### config.mk
export PLATFORM = sky130hd
export DESIGN_NAME = wash_sequencer
export DESIGN_NICKNAME = d
export VERILOG_FILES = /design/src/rtl/wash_sequencer.sv
export SDC_FILE = /design/constraint.sdc
export NUM_CORES = 1
export LEC_CHECK = 0
export ABC_CLOCK_PERIOD_IN_PS = 1900
export BUFFER_PORTS_ARGS = -buffer_cell sky130_fd_sc_hd__buf_2
export CORE_MARGIN = 8
export CORE_UTILIZATION = 40
export DETAILED_ROUTE_END_ITERATION = 8
export SYNTH_ARGS = -nofsm -noshare
export SYNTH_HDL_FRONTEND = slang
export SYNTH_SLANG_ARGS = --single-unit
export TNS_END_PERCENT = 100
### constraint.sdc
create_clock -name clk -period 1.9 [get_ports clk]
set_input_delay 0.095 -clock clk [delete_from_list [all_inputs] [get_ports clk]]
set_output_delay 0.095 -clock clk [all_outputs]
set_load 0.01 [all_outputs]
### src/rtl/wash_sequencer.sv
// -----------------------------------------------------------------------------
// wash_sequencer
//
// Program sequencer for the washing-machine controller. It owns the model
// selection, the order of stages within the selected model, the per-stage
// and whole-program countdowns, the run/pause state and the completion flag.
// The panel light/buzzer logic consumes current_model, current_program,
// run_state and finish.
//
// Models (current_model) and the stages each one runs:
//   000 wash-rinse-spin   001 wash        010 wash-rinse
//   011 rinse             100 rinse-spin  101 spin
// Stage codes (current_program): 00 wash, 01 rinse, 10 spin.
//
// Ports
//   clk             in   1  system clock
//   reset           in   1  synchronous, active-high reset
//   power_on        in   1  power switch level; 0 holds the block cleared
//   tick_1hz        in   1  one-clk pulse per second from the clock divider
//   start_key       in   1  start/pause switch level; acts on rising edge
//   model_key       in   1  model-select switch level; acts on rising edge
//   clothes_key     in   1  add-clothes switch level; acts on rising edge
//   current_model   out  3  selected model (see table above)
//   current_program out  2  active stage
//   run_state       out  2  00 idle, 01 running or done, 10 paused
//   finish          out  1  high while the program has completed
//   stage_sec       out  8  seconds left in the current stage
//   remain_sec      out  8  seconds left in the whole program
//   state_dbg       out  2  raw FSM state (00 idle, 01 run, 10 pause, 11 done)
//
// Handshake: there is no valid/ready pair on this block. Keys are levels
// whose rising edge is the request; the request is taken in the clk it is
// first seen high, and the outputs reflect it from the following clk. The
// tick is a one-clk strobe consumed in the clk it is high.
//
// Per-clk priority: reset > power_on low > start > model > clothes > tick.
// When a higher-priority event causes a transition, lower-priority events
// in the same clk are dropped.
// -----------------------------------------------------------------------------
module wash_sequencer #(
    parameter int WASH_T  = 9,   // wash stage length, seconds (1..85)
    parameter int RINSE_T = 6,   // rinse stage length, seconds (1..85)
    parameter int SPIN_T  = 3    // spin stage length, seconds (1..85)
) (
    input  logic       clk,
    input  logic       reset,
    input  logic       power_on,
    input  logic       tick_1hz,
    input  logic       start_key,
    input  logic       model_key,
    input  logic       clothes_key,
    output logic [2:0] current_model,
    output logic [1:0] current_program,
    output logic [1:0] run_state,
    output logic       finish,
    output logic [7:0] stage_sec,
    output logic [7:0] remain_sec,
    output logic [1:0] state_dbg
);

    typedef enum logic [1:0] {
        S_IDLE  = 2'd0,
        S_RUN   = 2'd1,
        S_PAUSE = 2'd2,
        S_DONE  = 2'd3
    } state_t;

    localparam logic [1:0] PRG_WASH  = 2'b00;
    localparam logic [1:0] PRG_RINSE = 2'b01;
    localparam logic [1:0] PRG_SPIN  = 2'b10;

    localparam logic [2:0] MDL_WRS = 3'b000;
    localparam logic [2:0] MDL_W   = 3'b001;
    localparam logic [2:0] MDL_WR  = 3'b010;
    localparam logic [2:0] MDL_R   = 3'b011;
    localparam logic [2:0] MDL_RS  = 3'b100;
    localparam logic [2:0] MDL_S   = 3'b101;

    localparam logic [7:0] WASH_L  = 8'(WASH_T);
    localparam logic [7:0] RINSE_L = 8'(RINSE_T);
    localparam logic [7:0] SPIN_L  = 8'(SPIN_T);
    localparam logic [7:0] TOTAL_L = 8'(WASH_T + RINSE_T + SPIN_T);

    // -------------------------------------------------------------------------
    // Model/stage lookup helpers
    // -------------------------------------------------------------------------

    // Length in seconds of a stage.
    function automatic logic [7:0] stage_len(input logic [1:0] prg);
        case (prg)
            PRG_WASH:  stage_len = WASH_L;
            PRG_RINSE: stage_len = RINSE_L;
            default:   stage_len = SPIN_L;
        endcase
    endfunction

    // First stage a model runs.
    function automatic logic [1:0] first_prog(input logic [2:0] mdl);
        case (mdl)
            MDL_R, MDL_RS: first_prog = PRG_RINSE;
            MDL_S:         first_prog = PRG_SPIN;
            default:       first_prog = PRG_WASH;
        endcase
    endfunction

    // Sum of all stage lengths of a model.
    function automatic logic [7:0] model_total(input logic [2:0] mdl);
        case (mdl)
            MDL_W:   model_total = WASH_L;
            MDL_WR:  model_total = WASH_L + RINSE_L;
            MDL_R:   model_total = RINSE_L;
            MDL_RS:  model_total = RINSE_L + SPIN_L;
            MDL_S:   model_total = SPIN_L;
            default: model_total = TOTAL_L;
        endcase
    endfunction

    // Stage that follows prg within mdl. Bit 2 = a next stage exists,
    // bits 1:0 = its code. Stages only ever advance wash -> rinse -> spin,
    // so a model continues only if it contains the following stage.
    function automatic logic [2:0] next_stage(input logic [2:0] mdl,
                                              input logic [1:0] prg);
        next_stage = {1'b0, PRG_WASH};
        case (prg)
            PRG_WASH:
                if (mdl == MDL_WRS || mdl == MDL_WR)
                    next_stage = {1'b1, PRG_RINSE};
            PRG_RINSE:
                if (mdl == MDL_WRS || mdl == MDL_RS)
                    next_stage = {1'b1, PRG_SPIN};
            default:
                next_stage = {1'b0, PRG_WASH};
        endcase
    endfunction

    // -------------------------------------------------------------------------
    // Key edge detection
    // -------------------------------------------------------------------------
    logic start_q;
    logic model_q;
    logic clothes_q;
    logic start_edge;
    logic model_edge;
    logic clothes_edge;

    assign start_edge   = start_key   & ~start_q;
    assign model_edge   = model_key   & ~model_q;
    assign clothes_edge = clothes_key & ~clothes_q;

    // -------------------------------------------------------------------------
    // State and next-state signals
    // -------------------------------------------------------------------------
    state_t     state;
    state_t     state_n;
    logic [2:0] model_n;
    logic [1:0] prog_n;
    logic [7:0] stage_n;
    logic [7:0] remain_n;
    logic [2:0] model_inc;
    logic [1:0] inc_first;
    logic [2:0] nxt;

    // -------------------------------------------------------------------------
    // Process 1: state register (FSM state plus the counters it steers)
    // -------------------------------------------------------------------------
    always_ff @(posedge clk) begin
        // Edge registers always track the key levels, including while held in
        // reset or powered off, so a key held across power-up is not an edge.
        start_q   <= start_key;
        model_q   <= model_key;
        clothes_q <= clothes_key;

        if (reset || !power_on) begin
            state           <= S_IDLE;
            current_model   <= MDL_WRS;
            current_program <= PRG_WASH;
            stage_sec       <= WASH_L;
            remain_sec      <= TOTAL_L;
        end else begin
            state           <= state_n;
            current_model   <= model_n;
            current_program <= prog_n;
            stage_sec       <= stage_n;
            remain_sec      <= remain_n;
        end
    end

    // -------------------------------------------------------------------------
    // Process 2: next-state and counter update logic
    // -------------------------------------------------------------------------
    always_comb begin
        state_n  = state;
        model_n  = current_model;
        prog_n   = current_program;
        stage_n  = stage_sec;
        remain_n = remain_sec;

        // 101 wraps to 000; the unreachable codes 110/111 also land on 000.
        model_inc = (current_model >= MDL_S) ? MDL_WRS : current_model + 3'd1;
        inc_first = first_prog(model_inc);
        nxt       = next_stage(current_model, current_program);

        case (state)
            S_IDLE: begin
                if (start_edge) begin
                    state_n = S_RUN;
                end else if (model_edge) begin
                    model_n  = model_inc;
                    prog_n   = inc_first;
                    stage_n  = stage_len(inc_first);
                    remain_n = model_total(model_inc);
                end
            end

            S_RUN: begin
                if (start_edge) begin
                    state_n = S_PAUSE;
                end else if (tick_1hz) begin
                    remain_n = remain_sec - 8'd1;
                    if (stage_sec == 8'd1) begin
                        if (nxt[2]) begin
                            prog_n  = nxt[1:0];
                            stage_n = stage_len(nxt[1:0]);
                        end else begin
                            state_n  = S_DONE;
                            model_n  = MDL_WRS;
                            prog_n   = PRG_WASH;
                            stage_n  = 8'd0;
                            remain_n = 8'd0;
                        end
                    end else begin
                        stage_n = stage_sec - 8'd1;
                    end
                end
            end

            S_PAUSE: begin
                if (start_edge) begin
                    state_n = S_RUN;
                end else if (clothes_edge && current_program == PRG_WASH) begin
                    // Adding clothes restarts the wash stage; the program total
                    // grows by the wash time already spent.
                    stage_n  = WASH_L;
                    remain_n = remain_sec - stage_sec + WASH_L;
                end
            end

            S_DONE: begin
                // A model edge here only leaves DONE; it does not also advance
                // the model.
                if (start_edge || model_edge) begin
                    state_n  = S_IDLE;
                    model_n  = MDL_WRS;
                    prog_n   = PRG_WASH;
                    stage_n  = WASH_L;
                    remain_n = TOTAL_L;
                end
            end

            default: begin
                state_n = S_IDLE;
            end
        endcase
    end

    // -------------------------------------------------------------------------
    // Process 3: output decode from the state register
    // -------------------------------------------------------------------------
    always_comb begin
        run_state = 2'b00;
        finish    = 1'b0;
        case (state)
            S_RUN:   run_state = 2'b01;
            S_PAUSE: run_state = 2'b10;
            S_DONE: begin
                run_state = 2'b01;
                finish    = 1'b1;
            end
            default: run_state = 2'b00;
        endcase
        state_dbg = state;
    end

endmodule

**After elaboration in Yosys (flattened, before gate mapping)**

Cells that the tools add are included.

- Add/sub/neg operators: 5
- $lt $le $gt $ge: 1
- Equality and inequality tests: 27
- Muxes and demuxes: 52
- Bitwise gates (word level): 6
- Reduce and logical (&&, ||, !) cells: 20

Operators with widths:

| kind | count |
|---|---|
| $mux 8 | 18 |
| $pmux 8 s4 | 2 |
| $mux 3 | 10 |
| $mux 2 | 12 |
| $pmux 5 s4 | 1 |
| $ne 2x2->1 const B | 9 |
| $pmux 4 s2 | 2 |
| $sub 8x1->8 const B | 2 |
| $reduce_and 7->1 | 2 |
| $pmux 2 s3 | 2 |
| $eq 3x2->1 const B | 3 |
| $eq 3x3->1 const B | 3 |
| $ne 3x3->1 const B | 3 |
| $pmux 3 s3 | 1 |
| $add 8x4->8 const B | 1 |
| $eq 2x1->1 const B | 4 |
| $eq 8x1->1 const B | 1 |
| $logic_not 2->1 | 4 |
| $pmux 2 s2 | 2 |
| $reduce_and 8->1 | 1 |
| $reduce_or 2->1 | 4 |
| $sub 8x8->8 | 1 |
| $pmux 3 s2 | 1 |
| $reduce_and 5->1 | 1 |
| other kinds (13) | 21 |

- Register bits: 26
- Input bits: 7
- Output and inout port bits: 26
- Word-level logic and storage cells: 119

**Logic depth before layout (Yosys ltp)**

- Depth after elaboration: 11
- Mapped depth: 11
- Gate-level depth less buffers: 11

**Least setup slack after synthesis**

Ideal clock, no wire load.

- Path type: register to register
- From: register stage_sec[2]
- To: register remain_sec[7]
- Setup time: 0.121 ns
- Arrival time: 2.097 ns
- Data required time: 1.779 ns
- Slack: -0.317 ns
- Stages on the path, launching flop included: 10
- Path buffers: 0
- Clock period less this slack: 2.217 ns
- Path through: dfxtp_1 -> inv_1 -> ha_1 -> fa_1 -> a21oi_1 -> nor2b_1 -> o21ai_0 -> a21oi_1 -> xnor2_1 -> o21ai_1

- Cells in the longest elaborated chain, start to end: 5
- Elaborated cells on any way between the ends: 9

Ends and longest elaborated chain:

| what | line | RTL |
|---|---|---|
| from (decl) | 56 | `output logic [7:0] stage_sec,` |
| from (signal assigned) | 183 | `stage_sec <= stage_n;` |
| $sub 8x8->8 / $eq 8x1->1 (equally long branches) | 244, 220 |  |
| $add 8x4->8 / $mux 8 (equally long branches) | 244, 220 |  |
| $mux 8, on equally long branches | 240, 218 |  |
| $mux 8, on equally long branches | 238, 216 |  |
| $pmux 8 s4 (*) | 203 | `case (state)` |
| to (signal assigned) | 184 | `remain_sec <= remain_n;` |
| to (decl) | 57 | `output logic [7:0] remain_sec,` |

Every way passes the cells marked *; elsewhere a longest branch is shown, timed or not. The select of a mux whose other input is x is not followed.
A chain may end at the register's enable or synchronous reset.

**Worst setup path after layout**

- From: register remain_sec[1]
- To: register remain_sec[5]

- Cells in the longest elaborated chain, start to end: 6
- Elaborated cells on any way between the ends: 10

Ends and longest elaborated chain:

| what | line |
|---|---|
| branches (longest 5 deep; another with $sub 8x8->8) | -- |
| $pmux 8 s4 (*) | 203 |

Every way passes the cells marked *. The select of a mux whose other input is x is not followed.

==> impl_metrics.ini <==
[synthesis]
ys_seq_area_share_pct = 25.4
yosys.area.top_type = dfxtp_1
yosysUniqueCellTypes = 54
yosys-top-cells-area = dfxtp_1, ha_1, xnor2_1, nor2_1, inv_1
synth_most_common_cell = dfxtp_1
synth_warnings = 0
ys_ff_latch = 26
netlist_instances = 251
syn-num-nets = 279
synth-main-ff-cell = dfxtp_1
syn_area_sq_um = 2050
synth_top_area_share_pct = 25.4
netlist_top_cells_count = dfxtp_1, nor2_1, ha_1
avgSynthCellArea_sq_um = 8.17
synth_edf_count = 0
synth-async-reset-ratio_pct = 0

[power]
cellPowerDensity_nw_per_um2 = 437
ir_worst_vdd_mv = 0.313
finalPower_mw = 1.25
leakagePower_nw = 1.19

[detailed_routing]
routed_via_density = 5.18
antenna_left = 0
drtPass1Iterations = 4
drt_iter0_markers = 96
routed_wl_um = 5930
route.detailed.drc = 0
via_count = 2067
avgRoutedWirePerCell_um = 14.9

[run_status]
violations = setup timing
outcome = finished, violations left

[timing]
slew_violations = 0
hold_viol_final = 0
period_minus_slack_ns = 2.01
fin_skew_ns = 0.00633
fmax_mhz = 497
worstMarginPinSlew_ns = 0.451
finalSetupTns_ns = -0.251
maxSlewHeadroom_pct = 69.5
period_share_pct = 106
grt_setup_unrepaired = true
setup_violations = 7
hold_slack_ns = 0.176
layout_setup_ws_ns = -0.112

[global_route]
track_usage_pct = 16.6
grt_pass1_wl_um = 10100
grt_pass1_vias = 2098
antenna_found_initial = 0
grt_max_degree = 17
grt_overflow = 0

[cells_and_area]
layout-drive-gt1-share_pct = 39.2
diodes = 0
final_util_pct = 56.8
layout.nets = 358
syn2layout_area_growth_pct = 39.8

[critical_path]
start_kind = register
cp-end-kind = register
path_class = reg -> reg
critPathMaxStageDelay_ns = 0.37
setup.worst_path.start = remain_sec[1]$_SDFFE_PP1P_
worst-path-max-fanout = 2
rr_startpoint = remain_sec[1]$_SDFFE_PP1P_
cp.depth = 12
crit_buf_inv = 3
cp_top_family = adder cells
required_ns = 2.13
crit_slowest_cell = dfxtp_4
arrival_ns = 2.24
reg2regPathDepth = 12
cp_cell_sequence = inv_4, ha_4, inv_4, ha_4, fa_2, a21oi_2, nor2b_1, o21ai_1, buf_4, nand2_2, o22ai_1, a32o_1

[die]
core_area_sq_um = 5040
die_area_sq_um = 7670
io_pins = 33
rows = 26
initial_utilization_pct = 40.6
chipHeight_um = 87.6
die_x_um = 87.6

[place]
dp_slack_ns = -0.109
numPortBuffers = 32
place_congestion = 0.815
dp_hpwl_um = 4670

[cts]
root_buffer = clkbuf_8
cts_inserted_buffers = 3
path_clk_slew_ns = 0.10
clock_sinks = 26
cts.htree.levels = 1
cts_buffer_depth = 2
cts_tree = built
clk_latency_ns = 0.28

[min_path]
whs_path_depth = 3
hp-class = in -> reg
hold_start = tick_1hz

[flow_run]
maxCapViolations = 0
## state kept, by name, indices dropped and copies added (netlist names)
| signal | cells |
|---|---|
| clothes_q | 1 |
| current_model | 3 |
| stage_sec | 8 |
| current_program | 2 |
| start_q | 1 |
| model_q | 1 |
| remain_sec | 8 |
| state_dbg | 2 |
## cell usage in the layout, fill, tap and decap left out, drive strengths merged, types with 4 or more instances in the layout
cell type  netlist  layout
ha              20      20
nor4             4       4
nor3            10      10
a31oi            5       5
o22ai            5       5
dfxtp           26      26
nor2b            7       7
nand2b           7       7
o21ai           14      14
nand4            4       4
a22oi            4       4
nand3           11      11
a21oi            8       8
clkbuf           6       4
nand2           14      14
inv             18      18
nor2            24      24
xnor2           12      12
a211oi           4       4
buf              7      84
## path summary, 6_finish.rpt
check / endpoint / slack (ns)
worst max-delay path: remain_sec[5]$_SDFFE_PP0P_ / -0.11
worst min-delay path: state_dbg[1]$_SDFFE_PP0P_ / 0.18
worst max register to register: remain_sec[5]$_SDFFE_PP0P_ / -0.11
worst min register to register: stage_sec[4]$_SDFFE_PP0P_ / 0.59
## layer usage
layer | track usage [%] | routed length (um) | part of all wire (%) | vias to the layer above
li1 | - | - | - | 1065
met1 | 21.3 | 2820 | 48 | 963
met2 | 28.2 | 2850 | 48 | 35
met3 | 2.91 | 237 | 4.0 | 4
met4 | 3.59 | 25 | 0.42 | 0
met5 | 0 | 0 | 0 | -
## cells by family (layout without fill, tap and decap cells)
| group | after synthesis | after routing | synth area share, % |
|---|---|---|---|
| flip-flops | 26 | 26 | 25.4 |
| AND/OR/NAND/NOR | 95 | 95 | 25.2 |
| XOR/XNOR | 15 | 15 | 6.78 |
| AO/OA/AOI/OAI | 61 | 61 | 21.0 |
| buffers and inverters | 31 | 109 | 7.51 |
| multiplexers | 2 | 2 | 0.977 |
| adder cells (fa/ha/maj) | 21 | 21 | 13.2 |
## repair_timing
item / in CTS / in global routing
resized for setup: 5 / 15
buffers inserted: 1 / 3
endpoints found under the setup margin: 9 / 15
hold buffers: 3 / 0
pin swaps: 9 / 9
hold endpoints to repair: 3 / 0
## area by class of cell
class | count | area (sq um)
inverter | 18 | 72.6
timing repair buffer | 87 | 606
multi-input combinational | 194 | 1510
clock buffer | 4 | 55.1
fill | 484 | 2180
tap | 70 | 87.6
sequential | 26 | 539
## through the flow
| step | cell area, sq um | instances |
|---|---|---|
| after floorplan | 2150 | 251 |
| after global routing | 2870 | 399 |
| after CTS | 2790 | 396 |
| final | 2870 | 399 |
| after global placement | 2680 | 388 |
| after detailed placement | 2680 | 388 |
## tightest hold or removal path: stages
cell and delay, ns:
buf_2 0.11, a21oi_1 0.13, o31ai_1 0.07
## power breakdown
group / leakage [nW] / internal, mW / switching (mW) / total [mW]
clock: 0.0288 / 0.186 / 0.196 / 0.382
sequential: 0.214 / 0.554 / 0.0108 / 0.565
combinational: 0.952 / 0.148 / 0.157 / 0.304
(Power assumes the default switching activity.)
